### config.mk
export PLATFORM = sky130hd
export DESIGN_NAME = ex_mem_stage_flat
export DESIGN_NICKNAME = d
export VERILOG_FILES = /design/src/rtl/ex_mem_if.sv /design/src/rtl/ex_mem_stage.sv /design/src/flat_wrapper.sv
export SDC_FILE = /design/constraint.sdc
export NUM_CORES = 1
export LEC_CHECK = 0
export CAP_MARGIN = 20
export CORE_MARGIN = 5
export CORE_UTILIZATION = 39
export CTS_CLUSTER_SIZE = 28
export DETAILED_ROUTE_END_ITERATION = 12
export PLACE_DENSITY = 0.83
export RECOVER_POWER = 25
export SETUP_SLACK_MARGIN = 0.02
export SYNTH_ARGS = -nofsm -noshare
export SYNTH_HDL_FRONTEND = slang
export SYNTH_SLANG_ARGS = --single-unit
### constraint.sdc
create_clock -name clk -period 1.21 [get_ports clk]
set_clock_uncertainty 0.05 [all_clocks]
set_input_delay 0.1815 -clock clk [delete_from_list [all_inputs] [get_ports clk]]
set_output_delay 0.1815 -clock clk [all_outputs]
set_load 0.05 [all_outputs]
### src/rtl/ex_mem_if.sv
// EX -> MEM pipeline boundary bundle: EX-side inputs, registered MEM outputs,
// the architectural flag register and the B.cond flag bypass.
interface ex_mem_if #(
  parameter int DATA_W = 64,
  parameter int REG_W  = 5
);
  // Pipeline control
  logic              stall;
  logic              flush;

  // EX-stage instruction
  logic              ex_valid;
  logic [DATA_W-1:0] ex_result;
  logic              ex_negative;
  logic              ex_zero;
  logic              ex_overflow;
  logic              ex_carry_out;
  logic              ex_set_flags;
  logic [DATA_W-1:0] ex_store_data;
  logic [REG_W-1:0]  ex_rd;
  logic              ex_reg_write;
  logic              ex_mem_read;
  logic              ex_mem_write;

  // Registered EX/MEM state
  logic              mem_valid;
  logic              mem_reg_write;
  logic              mem_mem_read;
  logic              mem_mem_write;
  logic [DATA_W-1:0] mem_result;
  logic [DATA_W-1:0] mem_store_data;
  logic [REG_W-1:0]  mem_rd;

  // Architectural flags and the bypassed view for a B.cond in EX
  logic              flag_n;
  logic              flag_z;
  logic              flag_v;
  logic              flag_c;
  logic              cond_n;
  logic              cond_z;
  logic              cond_v;
  logic              cond_c;

  // Driver of the EX side (pipeline front end / testbench)
  modport master (
    output stall, flush, ex_valid, ex_result, ex_negative, ex_zero,
           ex_overflow, ex_carry_out, ex_set_flags, ex_store_data, ex_rd,
           ex_reg_write, ex_mem_read, ex_mem_write,
    input  mem_valid, mem_reg_write, mem_mem_read, mem_mem_write,
           mem_result, mem_store_data, mem_rd,
           flag_n, flag_z, flag_v, flag_c,
           cond_n, cond_z, cond_v, cond_c
  );

  // The EX/MEM stage itself
  modport slave (
    input  stall, flush, ex_valid, ex_result, ex_negative, ex_zero,
           ex_overflow, ex_carry_out, ex_set_flags, ex_store_data, ex_rd,
           ex_reg_write, ex_mem_read, ex_mem_write,
    output mem_valid, mem_reg_write, mem_mem_read, mem_mem_write,
           mem_result, mem_store_data, mem_rd,
           flag_n, flag_z, flag_v, flag_c,
           cond_n, cond_z, cond_v, cond_c
  );
endinterface

### src/rtl/ex_mem_stage.sv
// EX/MEM pipeline register with the NZVC condition-flag register.
// Edge priority is reset > flush > stall > load. Flags update only for a
// valid, unsquashed, unstalled flag-setting instruction, and a B.cond in EX
// sees a same-cycle flag-setter through a combinational bypass.
module ex_mem_stage #(
  parameter int DATA_W = 64,
  parameter int REG_W  = 5
) (
  input  logic   clk,
  input  logic   reset,
  ex_mem_if.slave bus
);

  logic              r_mem_valid;
  logic              r_mem_reg_write;
  logic              r_mem_mem_read;
  logic              r_mem_mem_write;
  logic [DATA_W-1:0] r_mem_result;
  logic [DATA_W-1:0] r_mem_store_data;
  logic [REG_W-1:0]  r_mem_rd;
  logic [3:0]        r_flags;        // {N, Z, V, C}

  logic [3:0]        w_ex_flags;
  logic              w_ex_sets_flags;
  logic [3:0]        w_cond_flags;

  assign w_ex_flags      = {bus.ex_negative, bus.ex_zero, bus.ex_overflow, bus.ex_carry_out};
  assign w_ex_sets_flags = bus.ex_valid & bus.ex_set_flags;

  // Pipeline register: reset and flush clear to a bubble, stall holds, else load
  always_ff @(posedge clk) begin
    if (reset || bus.flush) begin
      r_mem_valid      <= 1'b0;
      r_mem_reg_write  <= 1'b0;
      r_mem_mem_read   <= 1'b0;
      r_mem_mem_write  <= 1'b0;
      r_mem_result     <= '0;
      r_mem_store_data <= '0;
      r_mem_rd         <= '0;
    end else if (!bus.stall) begin
      // Control bits are gated by valid so a bubble never writes anything
      r_mem_valid      <= bus.ex_valid;
      r_mem_reg_write  <= bus.ex_reg_write & bus.ex_valid;
      r_mem_mem_read   <= bus.ex_mem_read  & bus.ex_valid;
      r_mem_mem_write  <= bus.ex_mem_write & bus.ex_valid;
      r_mem_result     <= bus.ex_result;
      r_mem_store_data <= bus.ex_store_data;
      r_mem_rd         <= bus.ex_rd;
    end
  end

  // Flag register: commits only for a valid flag-setter that actually advances
  always_ff @(posedge clk) begin
    if (reset) begin
      r_flags <= 4'b0000;
    end else if (!bus.flush && !bus.stall && w_ex_sets_flags) begin
      r_flags <= w_ex_flags;
    end
  end

  // B.cond bypass: a flag-setter in EX is visible regardless of stall/flush
  always_comb begin
    w_cond_flags = r_flags;
    if (w_ex_sets_flags) begin
      w_cond_flags = w_ex_flags;
    end
  end

  assign bus.mem_valid      = r_mem_valid;
  assign bus.mem_reg_write  = r_mem_reg_write;
  assign bus.mem_mem_read   = r_mem_mem_read;
  assign bus.mem_mem_write  = r_mem_mem_write;
  assign bus.mem_result     = r_mem_result;
  assign bus.mem_store_data = r_mem_store_data;
  assign bus.mem_rd         = r_mem_rd;

  assign bus.flag_n = r_flags[3];
  assign bus.flag_z = r_flags[2];
  assign bus.flag_v = r_flags[1];
  assign bus.flag_c = r_flags[0];

  assign bus.cond_n = w_cond_flags[3];
  assign bus.cond_z = w_cond_flags[2];
  assign bus.cond_v = w_cond_flags[1];
  assign bus.cond_c = w_cond_flags[0];

endmodule

### src/flat_wrapper.sv
// flat-port wrapper written by rule: the top's interface ports become plain ports
module ex_mem_stage_flat 
#(
  parameter int DATA_W = 64,
  parameter int REG_W  = 5
)
  (clk, reset, bus_stall, bus_flush, bus_ex_valid, bus_ex_result, bus_ex_negative, bus_ex_zero, bus_ex_overflow, bus_ex_carry_out, bus_ex_set_flags, bus_ex_store_data, bus_ex_rd, bus_ex_reg_write, bus_ex_mem_read, bus_ex_mem_write, bus_mem_valid, bus_mem_reg_write, bus_mem_mem_read, bus_mem_mem_write, bus_mem_result, bus_mem_store_data, bus_mem_rd, bus_flag_n, bus_flag_z, bus_flag_v, bus_flag_c, bus_cond_n, bus_cond_z, bus_cond_v, bus_cond_c);
  ex_mem_if #(.DATA_W(DATA_W), .REG_W(REG_W)) bus_i ();
  input  logic clk;
  input  logic reset;
  input wire logic [$bits(bus_i.stall)-1:0] bus_stall;
  input wire logic [$bits(bus_i.flush)-1:0] bus_flush;
  input wire logic [$bits(bus_i.ex_valid)-1:0] bus_ex_valid;
  input wire logic [$bits(bus_i.ex_result)-1:0] bus_ex_result;
  input wire logic [$bits(bus_i.ex_negative)-1:0] bus_ex_negative;
  input wire logic [$bits(bus_i.ex_zero)-1:0] bus_ex_zero;
  input wire logic [$bits(bus_i.ex_overflow)-1:0] bus_ex_overflow;
  input wire logic [$bits(bus_i.ex_carry_out)-1:0] bus_ex_carry_out;
  input wire logic [$bits(bus_i.ex_set_flags)-1:0] bus_ex_set_flags;
  input wire logic [$bits(bus_i.ex_store_data)-1:0] bus_ex_store_data;
  input wire logic [$bits(bus_i.ex_rd)-1:0] bus_ex_rd;
  input wire logic [$bits(bus_i.ex_reg_write)-1:0] bus_ex_reg_write;
  input wire logic [$bits(bus_i.ex_mem_read)-1:0] bus_ex_mem_read;
  input wire logic [$bits(bus_i.ex_mem_write)-1:0] bus_ex_mem_write;
  output wire logic [$bits(bus_i.mem_valid)-1:0] bus_mem_valid;
  output wire logic [$bits(bus_i.mem_reg_write)-1:0] bus_mem_reg_write;
  output wire logic [$bits(bus_i.mem_mem_read)-1:0] bus_mem_mem_read;
  output wire logic [$bits(bus_i.mem_mem_write)-1:0] bus_mem_mem_write;
  output wire logic [$bits(bus_i.mem_result)-1:0] bus_mem_result;
  output wire logic [$bits(bus_i.mem_store_data)-1:0] bus_mem_store_data;
  output wire logic [$bits(bus_i.mem_rd)-1:0] bus_mem_rd;
  output wire logic [$bits(bus_i.flag_n)-1:0] bus_flag_n;
  output wire logic [$bits(bus_i.flag_z)-1:0] bus_flag_z;
  output wire logic [$bits(bus_i.flag_v)-1:0] bus_flag_v;
  output wire logic [$bits(bus_i.flag_c)-1:0] bus_flag_c;
  output wire logic [$bits(bus_i.cond_n)-1:0] bus_cond_n;
  output wire logic [$bits(bus_i.cond_z)-1:0] bus_cond_z;
  output wire logic [$bits(bus_i.cond_v)-1:0] bus_cond_v;
  output wire logic [$bits(bus_i.cond_c)-1:0] bus_cond_c;
  assign bus_i.stall = bus_stall;
  assign bus_i.flush = bus_flush;
  assign bus_i.ex_valid = bus_ex_valid;
  assign bus_i.ex_result = bus_ex_result;
  assign bus_i.ex_negative = bus_ex_negative;
  assign bus_i.ex_zero = bus_ex_zero;
  assign bus_i.ex_overflow = bus_ex_overflow;
  assign bus_i.ex_carry_out = bus_ex_carry_out;
  assign bus_i.ex_set_flags = bus_ex_set_flags;
  assign bus_i.ex_store_data = bus_ex_store_data;
  assign bus_i.ex_rd = bus_ex_rd;
  assign bus_i.ex_reg_write = bus_ex_reg_write;
  assign bus_i.ex_mem_read = bus_ex_mem_read;
  assign bus_i.ex_mem_write = bus_ex_mem_write;
  assign bus_mem_valid = bus_i.mem_valid;
  assign bus_mem_reg_write = bus_i.mem_reg_write;
  assign bus_mem_mem_read = bus_i.mem_mem_read;
  assign bus_mem_mem_write = bus_i.mem_mem_write;
  assign bus_mem_result = bus_i.mem_result;
  assign bus_mem_store_data = bus_i.mem_store_data;
  assign bus_mem_rd = bus_i.mem_rd;
  assign bus_flag_n = bus_i.flag_n;
  assign bus_flag_z = bus_i.flag_z;
  assign bus_flag_v = bus_i.flag_v;
  assign bus_flag_c = bus_i.flag_c;
  assign bus_cond_n = bus_i.cond_n;
  assign bus_cond_z = bus_i.cond_z;
  assign bus_cond_v = bus_i.cond_v;
  assign bus_cond_c = bus_i.cond_c;
  ex_mem_stage #(.DATA_W(DATA_W), .REG_W(REG_W)) u_core (.clk(clk), .reset(reset), .bus(bus_i));
endmodule
# Word-level counts from Yosys, hierarchy flattened
# Cells that the tools add are included.
[totals]
regBits = 141
latchBits = 0
ram_bits = 0
rom_bits = 0
word_cells = 18
n_memories = 0
[classes]
add_sub_neg = 0
mul = 0
div = 0
order_cmp = 0
n_eq_ne = 0
n_shift = 0
mux = 1
bitwise_logic = 4
n_reduce_logical = 5
[op_table]
columns = ["cell", "n"]
rows = [
  ["1-bit AND", 4],
  ["4-bit two-way mux", 1],
  ["1-bit logical AND", 2],
  ["1-bit logical NOT", 2],
  ["1-bit logical OR", 1],
]

# Logic depth before layout (Yosys ltp)
[depth]
word_depth = 3
ltp_mapped = 5
mapped_depth_nobuf = 2

# Worst setup path after synthesis
# OpenSTA, ideal clock, no wires.
[synth_path]
path_kind = "register to output"
from = "reg u_core.r_flags[0]"
to = "out bus_cond_c"
t_arrival_ns = 1.049
path_slack_ns = -0.071
path_stages_with_launch = 2
path_cell_list = "dfxtp_1 -> mux2_2"
[synth_between]
elab_chain_cells = 1
[synth_rtl]
columns = ["item", "line_no", "rtl"]
rows = [
  ["from (decl)", "ex_mem_stage.sv:21", "logic [3:0] r_flags;"],
  ["from (signal assigned)", "ex_mem_stage.sv:57", "r_flags <= w_ex_flags;"],
  ["4-bit two-way mux", "ex_mem_stage.sv:64", "if (w_ex_sets_flags) begin"],
  ["to (decl)", "flat_wrapper.sv:39", "output wire logic [$bits(bus_i.cond_c)-1:0] bus_cond_c;"],
]
# Every way passes these cells.

# Worst setup path after layout
# Same ends and word-level chain as after synthesis.

==> impl_metrics.py <==
metrics = {
    "run_status": {
        "status": "finished with violations",
        "violations": "setup timing",
    },
    "placed_design": {
        "gp_congestion": 0.8559,
        "dpl.hpwl_um": 14060,
        "io_buffer_count": 290,
    },
    "finish": {
        "multiInputGateArea_mm2": 0.002091,
        "seq_area_mm2": 0.003014,
        "drive_gt1_frac": 0.4581,
        "fill_cells": 686,
        "fin_util": 0.8003,
        "nets": 924,
        "area_growth_pct": 102.3,
        "antenna_cells": 0,
    },
    "timing": {
        "rsz0062_at_grt": "yes",
        "max-slew-margin-rel": 0.6884,
        "fin_ws_ns": -0.2072,
        "setup_tns_ns": -10.06,
        "max_freq_mhz": 705.6,
        "drv_slew": 0,
        "hold_viol_final": 0,
        "setup_viol": 123,
        "worst_pin_slew_ns": 0.4675,
        "post-route-min-period_ns": 1.417,
        "post-route-period-util": 1.171,
    },
    "global_routing": {
        "antenna_found_initial": 0,
        "grt_remaining_overflow": 0,
        "grt_max_degree": 49,
        "grt_pass1_wl_um": 29090,
        "grt.total_usage": 0.2348,
        "grt_pass1_vias": 5224,
    },
    "die": {
        "die_y_um": 125.7,
        "core_area_mm2": 0.01319,
        "rows": 42,
        "die_x_um": 125.7,
        "die_area_mm2": 0.01580,
        "start_util": 0.3957,
        "ios": 291,
    },
    "yosys": {
        "synth_mux_area_frac": 0.2733,
        "ys_ff_latch": 141,
        "synth_xor_area_frac": 0,
        "synth_fp_nets": 615,
        "synthAdderAreaFrac": 0,
        "yosysUniqueCellTypes": 13,
        "avgSynthCellArea_um2": 11.13,
        "seq_area_frac_synth": 0.5409,
        "synth.yosys.warnings": 0,
        "synth_top_family_by_area": "multiplexers",
        "syn_inst": 469,
        "netlist_area_mm2": 0.005219,
        "synthSimpleGateAreaFrac": 0.1211,
        "synth_compound_area_frac": 0.002877,
    },
    "clock_network": {
        "numCtsBuffers": 17,
        "cts_root_buffer": "clkbuf_16",
        "htree_num_levels": 4,
        "path_clk_slew_ns": 0.06,
        "clock_latency_ns": 0.41,
        "clock-sinks": 141,
        "cts_tree": "done",
        "cts_max_path_buffers": 2,
    },
    "drt": {
        "drt_wl_total_um": 18660,
        "ant_nets": 0,
        "vias": 4611,
        "drc": 0,
        "dr.pass1.iters": 6,
        "avgViaCountPerCell": 4.783,
        "drt_iter0_drc": 195,
        "post_drt_wl_per_cell_um": 19.36,
    },
    "setup_path": {
        "slowest_delay_ns": 0.35,
        "r2r_cells": 4,
        "reg2reg_slack_ns": 0.33,
        "crit_path_end": "bus_cond_c",
        "crit_type": "reg2out",
        "start_kind": "flop",
        "r2r_start": "u_core.r_flags[0]$_SDFFE_PP0P_",
        "r2r-end": "u_core.r_flags[0]$_SDFFE_PP0P_",
        "path_max_fanout": 2,
        "arrival_ns": 1.19,
        "startpoint": "u_core.r_flags[0]$_SDFFE_PP0P_",
        "critPathSlowestCell": "dfxtp_4",
        "required_ns": 0.98,
        "crit_chain": "mux2_4 -> buf_12",
        "crit_path_end_kind": "output port",
    },
    "power_and_ir_drop": {
        "total_power_mw": 12.41,
        "leakage_nw": 4.490,
        "irDropWorstVdd_mv": 0.8336,
        "power_density_mw_per_mm2": 1176,
    },
    "worst_hold_path": {
        "hold_path.class": "in2reg",
        "hold_start": "bus_stall",
    },
    "flow_run": {
        "maxCapViolations": 0,
    },
}
-- critical path: cells and delay by family, from the launching register on --
kind,cells,cell delay [ns]
buffers and inverters,1,0.15
muxes,1,0.27
DFF,1,0.35
-- cells in the mapped netlist --
master,n,area share
mux2i_1,138,0.26
dfxtp_1,141,0.54
nor2_1,124,0.089
mux2_2,4,0.0086
nand2_1,4,0.0029
nand2b_1,8,0.0096
or2_1,1,0.0012
nor2_2,10,0.012
nand3b_1,3,0.0043
buf_2,6,0.0058
buf_6,26,0.056
nor4bb_1,1,0.0019
a21oi_1,3,0.0029
-- stage by stage --
step	cells	hold WS [ns]	cell area (µm²)	setup slack, ns
after global routing	964	0.1649	10560	-0.2364
after detailed placement	930	0.4491	9757	-0.3304
after floorplan	469	0.2754	5224	0.1208
final	964	0.1448	10560	-0.2072
after global placement	930	0.4390	9757	-0.3160
after CTS	963	0.1343	10530	-0.2282
-- cell type report --
class                   count  area share
clock inverters             8    0.008771
clock buffers              21     0.04457
well taps                 176     0.02086
flip-flops and latches    141      0.2855
multi-input cells         296      0.1981
repair buffers            322      0.4422
-- how the worst min path moves through the flow --
stage	endpoint	slack [ns]	cells past startpoint
3_3_place_gp	u_core.bus.mem_mem_read$_SDFFE_PP0N_	0.44	2
4_1_cts	u_core.bus.mem_result[11]$_SDFFE_PP0N_	0.13	3
2_1_floorplan	u_core.bus.mem_rd[0]$_SDFFE_PP0N_	0.28	2
3_5_place_dp	u_core.bus.mem_mem_write$_SDFFE_PP0N_	0.45	2
5_1_grt	u_core.bus.mem_result[11]$_SDFFE_PP0N_	0.16	3
6_report	u_core.bus.mem_result[11]$_SDFFE_PP0N_	0.14	3
-- layer usage --
metal | vias up | GRT usage | part of all wire
met2 | 205 | 0.4402 | 0.55
li1 | 2172 | - | -
met4 | 0 | 0.1084 | 0.034
met3 | 43 | 0.08129 | 0.075
met1 | 2191 | 0.2304 | 0.34
met5 | - | 0 | 0
-- logic make-up after synthesis --
kind of cell / count (synthesis)
AOI/OAI and AO/OA: 3
buffers and inverters: 32
DFF: 141
muxes: 142
and+or+nand+nor: 151
-- what timing repair did --
item | CTS | global route
cloned | 0 | 0
endpoints found under the setup margin | 122 | 30
resized for setup | 131 | 23
pin swaps | 1 | 0
hold buffers | 0 | 0
buffers inserted | 4 | 4
-- registers in the layout (all words and copies together), names as in the netlist --
signal,flops
u_core.bus.mem_store_data,64
u_core.bus.mem_reg_write,1
u_core.bus.mem_mem_read,1
u_core.bus.mem_mem_write,1
u_core.bus.mem_result,64
u_core.bus.mem_valid,1
u_core.r_flags,4
u_core.bus.mem_rd,5
-- placed cells by master (no fill, tap or decap) --
cell type	instances
nand2_2	1
clkdlybuf4s50_1	141
dlygate4sd2_1	2
clkinvlp_4	1
nand2_1	3
buf_12	151
nor4bb_1	1
bufinv_16	2
clkbuf_8	3
dfxtp_4	6
clkinv_2	5
nor2_2	10
a21oi_1	3
dlygate4sd3_1	1
or2_1	1
mux2_4	4
buf_4	24
mux2i_1	138
nor2_1	124
buf_6	2
nand3b_1	3
clkbuf_16	17
dfxtp_2	135
clkbuf_1	2
nand2b_1	8
-- power breakdown --
group | leakage (nW) | total, mW | switching (mW) | internal [mW]
registers | 1.21 | 4.99 | 0.168 | 4.82
logic | 3.00 | 2.41 | 1.09 | 1.31
clock network | 0.280 | 5.02 | 1.88 | 3.14
Power figures use the tool's default switching activity.
